## config.mk

```make
export PLATFORM = sky130hd
export DESIGN_NAME = output_serializer
export DESIGN_NICKNAME = d
export VERILOG_FILES = /design/src/rtl/output_serializer.sv
export SDC_FILE = /design/constraint.sdc
export NUM_CORES = 1
export LEC_CHECK = 0
export ABC_AREA = 1
export ABC_CLOCK_PERIOD_IN_PS = 2600
export CORE_MARGIN = 2
export CORE_UTILIZATION = 57
export CTS_BUF_LIST = sky130_fd_sc_hd__clkbuf_2
export CTS_CLUSTER_SIZE = 8
export DETAILED_ROUTE_END_ITERATION = 6
export PLACE_DENSITY = 0.86
export REMOVE_ABC_BUFFERS = 1
export SLEW_MARGIN = 15
export SYNTH_ARGS = -nofsm -noshare
export SYNTH_HDL_FRONTEND = slang
export SYNTH_SLANG_ARGS = --single-unit
```

## constraint.sdc

```tcl
create_clock -name clk -period 2.6 [get_ports clk]
set_input_delay 0.39 -clock clk [delete_from_list [all_inputs] [get_ports clk]]
set_output_delay 0.39 -clock clk [all_outputs]
set_load 0.1 [all_outputs]
```

## src/rtl/output_serializer.sv

```systemverilog
// output_serializer: buffers CPU output nibbles in a FIFO and sends each as a
// UART-style frame (start, 4 data bits LSB first, stop) on a registered tx line.
module output_serializer #(
   parameter int CLKS_PER_BIT = 4,
   parameter int FIFO_DEPTH = 8
) (
   input  logic clk,
   input  logic reset,
   input  logic [3:0] output_data,
   input  logic out_valid,
   output logic out_ready,
   input  logic clear_overflow,
   output logic tx,
   output logic tx_busy,
   output logic [$clog2(FIFO_DEPTH):0] fifo_count,
   output logic overflow
);
   localparam int AW = $clog2(FIFO_DEPTH);
   localparam int CW = $clog2(CLKS_PER_BIT);
   localparam logic [CW-1:0] LAST = CW'(CLKS_PER_BIT - 1);
   localparam logic [AW:0] FULL = (AW + 1)'(FIFO_DEPTH);
   typedef enum logic [1:0] {IDLE, START, DATA, STOP} state_t;
   state_t state;
   logic [3:0] mem [FIFO_DEPTH];
   logic [AW-1:0] wptr, rptr;
   logic [AW:0] count;
   logic [CW-1:0] cnt;
   logic [2:0] bit_idx;
   logic [3:0] shreg;
   logic push, pop, full, tick;
   assign full = count == FULL;
   assign push = out_valid && !full;
   assign pop = state == IDLE && count != '0;
   assign tick = cnt == LAST;
   assign out_ready = !full;
   assign fifo_count = count;
   always_ff @(posedge clk)
      if (push) mem[wptr] <= output_data;
   // a write at a full edge is dropped even if the FSM pops at the same edge
   always_ff @(posedge clk or negedge reset)
      if (!reset) begin
         wptr <= '0;
         rptr <= '0;
         count <= '0;
         overflow <= 1'b0;
      end else begin
         if (push) wptr <= wptr + 1'b1;
         if (pop) rptr <= rptr + 1'b1;
         count <= (push && !pop) ? count + 1'b1 : (pop && !push) ? count - 1'b1 : count;
         overflow <= (out_valid && full) ? 1'b1 : clear_overflow ? 1'b0 : overflow;
      end
   always_ff @(posedge clk or negedge reset)
      if (!reset) begin
         state <= IDLE;
         cnt <= '0;
         bit_idx <= '0;
         shreg <= '0;
         tx <= 1'b1;
         tx_busy <= 1'b0;
      end else begin
         case (state)
            IDLE: if (pop) begin
               shreg <= mem[rptr];
               state <= START;
               tx <= 1'b0;
               tx_busy <= 1'b1;
               cnt <= '0;
            end
            START: if (tick) begin
               state <= DATA;
               cnt <= '0;
               bit_idx <= '0;
               tx <= shreg[0];
            end else cnt <= cnt + 1'b1;
            DATA: if (tick) begin
               cnt <= '0;
               if (bit_idx == 3'd3) begin
                  state <= STOP;
                  tx <= 1'b1;
               end else begin
                  bit_idx <= bit_idx + 1'b1;
                  shreg <= shreg >> 1;
                  tx <= shreg[1];
               end
            end else cnt <= cnt + 1'b1;
            STOP: if (tick) begin
               state <= IDLE;
               tx_busy <= 1'b0;
               cnt <= '0;
            end else cnt <= cnt + 1'b1;
            default: state <= IDLE;
         endcase
      end
endmodule

```

==> flow_summary.yaml <==
timing:
  min_period_ps: 2310
  slew_viol_final: 0
  fin_tns_setup_ps: 0
  final-setup-viol-count: 0
  final_hold_viol_count: 0
  timing.max_slew.rel_slack_pct: 56.0
  final.period_utilization_pct: 88.7
  fin_ws_ps: 294
  timing.fmax_mhz: 434
  rsz0062_at_grt: "no"
  tightestPinTransition_ps: 660
  clock-skew-final_ps: 20.9
  fin_worst_hold_slack_ps: 262
floorplanning:
  floorplan.die.width_um: 72.7
  initial_utilization_pct: 60.4
  io-pin-count: 16
  die_h_um: 72.7
  placementRows: 24
  core-area_um2: 4440
  design.die.area_um2: 5280
worst_setup_path:
  ff2ff_path_depth: 14
  slowest_stage: "sky130_fd_sc_hd__dfrtp_1"
  path_depth: 14
  timing.critical_path.cells: "inv_1 > ha_1 > nand2_1 > ha_1 > inv_1 > ha_1 > nand2_1 > inv_1 > o21ai_0 > nand2_1 > nand2_1 > nand2_1 > nand2_1 > nand2_1"
  start_kind: "flip-flop"
  worst-endpoint-arrival_ps: 2680
  critical_path.top_delay_family: "adder cells"
  critical_path_sink_type: "flip-flop"
  timing_worst_setup_path_type: "reg2reg"
  max_stage_delay_ps: 480
  worst_ep_required_time_ps: 2970
  worst-path-max-fanout: 6
  critical-path-top-cell-by-count: "sky130_fd_sc_hd__nand2_1"
  critPathBufInv: 3
clock_network:
  max-clock-path-buffers: 2
  worstSkewPairLatency_ps: 430
  cts_post_setup_buffers_inserted: 0
  ctsHtreeMaxLevel: 2
  worst_setup_hold_path_clk_slew_ps: 260
  clock_sink_count: 56
  numCtsBuffers: 5
  tritoncts_clock_tree: "yes"
  cts_root_buffer: "sky130_fd_sc_hd__clkbuf_2"
  cts_resized: 0
  cts-hold-fix-buffers: 0
route:
  totalWireLength_mm: 4.61
  drc: 0
  detail_route.wl_per_cell_um: 13.6
  dr_total_vias: 1771
  final_antenna_net_count: 0
  first_iter_violations: 79
  route.detailed.vias_per_inst: 5.24
  drt-pass1-iter-count: 4
synth:
  synth_edf_count: 32
  syn_area_per_cell_um2: 10.1
  postSynth.asyncResetShare_pct: 42.9
  synth-seq-area-share_pct: 58.2
  yosysWarningCount: 0
  synth.top_cell.area_share_pct: 35.8
  synth_seq_cells: 56
  most_common_flop_cell_mapped_by_yosys: "sky130_fd_sc_hd__edfxtp_1"
  synth_top_cell_by_area: "sky130_fd_sc_hd__edfxtp_1"
  post-synth-top-count-cell: "sky130_fd_sc_hd__nand2_1"
  synth.top_cells.by_count: "sky130_fd_sc_hd__nand2_1 (69), sky130_fd_sc_hd__edfxtp_1 (32), sky130_fd_sc_hd__inv_1 (30)"
  netlist_top_cells_area: "sky130_fd_sc_hd__edfxtp_1 (36%), sky130_fd_sc_hd__dfrtp_1 (21%), sky130_fd_sc_hd__nand2_1 (9.6%)"
  synth_area_um2: 2690
  post_synth_inst_count: 267
  synth.distinct_cells: 32
placement:
  dpl_worst_slack_ps: 270
  dp.final_hpwl_mm: 3.44
  dp.cells: 330
  portbufs: 15
  placedInstanceArea_um2: 2830
  gp_routability_congestion: 0.815
status:
  outcome: "finished clean"
grt:
  grt.overflow.total: 0
  number_of_antenna_violations_at_the_first_check_in_global_routing: 0
  vias_in_the_first_global_route: 1740
  gr-usage-all-layers_pct: 19.1
  grt_first_pass_wirelength_mm: 7.69
  grt_start_max_net_pins: 25
finish:
  post_route_cells_drive_above_1_share_pct: 10.8
  post_layout_inst_area_um2: 2870
  num-nets-final: 307
  syn2layout_area_growth_pct: 6.89
  stdcell_count: 338
  post-route-util_pct: 64.6
  antenna-diode-count: 0
power:
  cellPowerDensity_nw_per_um2: 1240
  static-leakage-power_nw: 1.28
  post-layout-total-power_mw: 3.57
  ir_drop_uv: 661
flow_run:
  maxCapViolations: 0
worst_hold_path:
  timing.hold.worst.class: "in2async"
## sequential cells by signal, summed over array words and instances (netlist names)
| name | count |
|---|---|
| mem | 32 |
| fifo_count | 4 |
| shreg | 4 |
| bit_idx | 3 |
| rptr | 3 |
| wptr | 3 |
| cnt | 2 |
| state | 2 |
| overflow | 1 |
| tx | 1 |
| tx_busy | 1 |
## power breakdown
part           switching [mW]  internal (mW)
clock                   0.252         0.0719
combinational            1.22          0.575
sequential              0.244           1.21
## cell usage in the layout, fill, tap and decap left out, types with 2 or more instances in the layout
cell type and n:
sky130_fd_sc_hd__a21oi_1 6, sky130_fd_sc_hd__buf_4 9, sky130_fd_sc_hd__clkbuf_2 7, sky130_fd_sc_hd__clkdlybuf4s50_1 7, sky130_fd_sc_hd__dfrtp_1 23, sky130_fd_sc_hd__edfxtp_1 32, sky130_fd_sc_hd__ha_1 13, sky130_fd_sc_hd__inv_1 30
sky130_fd_sc_hd__inv_2 2, sky130_fd_sc_hd__nand2_1 69, sky130_fd_sc_hd__nand2_2 4, sky130_fd_sc_hd__nand3_1 26, sky130_fd_sc_hd__nor2_1 19, sky130_fd_sc_hd__o211ai_1 2, sky130_fd_sc_hd__o21ai_0 13, sky130_fd_sc_hd__o21ai_1 3
sky130_fd_sc_hd__xnor2_1 2, sky130_fd_sc_hd__xor2_1 4
## area by class of cell
class | count | area (um^2)
fill | 363 | 1570
sequential | 56 | 1560
multi-input combinational | 172 | 933
timing repair buffer | 16 | 138
inverter | 34 | 134
tap | 52 | 65.1
clock buffer | 7 | 35.0
clock inverter | 1 | 3.75
## path summary, 6_finish.rpt
check                                     from       endpoint  slack, ps
worst min register to register              tx             tx        510
min in group clk                clear_overflow       overflow        500
worst max register to register        state[1]  fifo_count[3]        290
max in group asynchronous                reset             tx       2060
worst min-delay path                     reset       shreg[1]        260
worst max-delay path                  state[1]  fifo_count[3]        290
## worst reg2reg max path, stage by stage (launching register included)
cell and delay, ps:
sky130_fd_sc_hd__dfrtp_1 480, sky130_fd_sc_hd__inv_1 120, sky130_fd_sc_hd__ha_1 260, sky130_fd_sc_hd__nand2_1 180
sky130_fd_sc_hd__ha_1 250, sky130_fd_sc_hd__inv_1 120, sky130_fd_sc_hd__ha_1 250, sky130_fd_sc_hd__nand2_1 70
sky130_fd_sc_hd__inv_1 30, sky130_fd_sc_hd__o21ai_0 200, sky130_fd_sc_hd__nand2_1 80, sky130_fd_sc_hd__nand2_1 60
sky130_fd_sc_hd__nand2_1 40, sky130_fd_sc_hd__nand2_1 50, sky130_fd_sc_hd__nand2_1 50
## logic make-up (layout without fill, tap and decap cells)
kind of cell / after synthesis / after routing / share of synthesized area (%)
compound gates: 28 / 28 / 5.82
xor+xnor: 6 / 6 / 1.96
fa+ha+maj: 14 / 14 / 6.80
buf+inv: 39 / 58 / 7.08
flops: 56 / 56 / 58.2
simple gates: 124 / 124 / 20.2
## routing by layer
metal / track usage [%] / share of wire (%) / up-vias
li1: - / - / 907
met1: 24.2 / 44 / 828
met2: 33.1 / 51 / 31
met3: 3.45 / 3.4 / 5
met4: 6.79 / 1.1 / 0
met5: 0 / 0 / -
(Power assumes the default switching activity.)
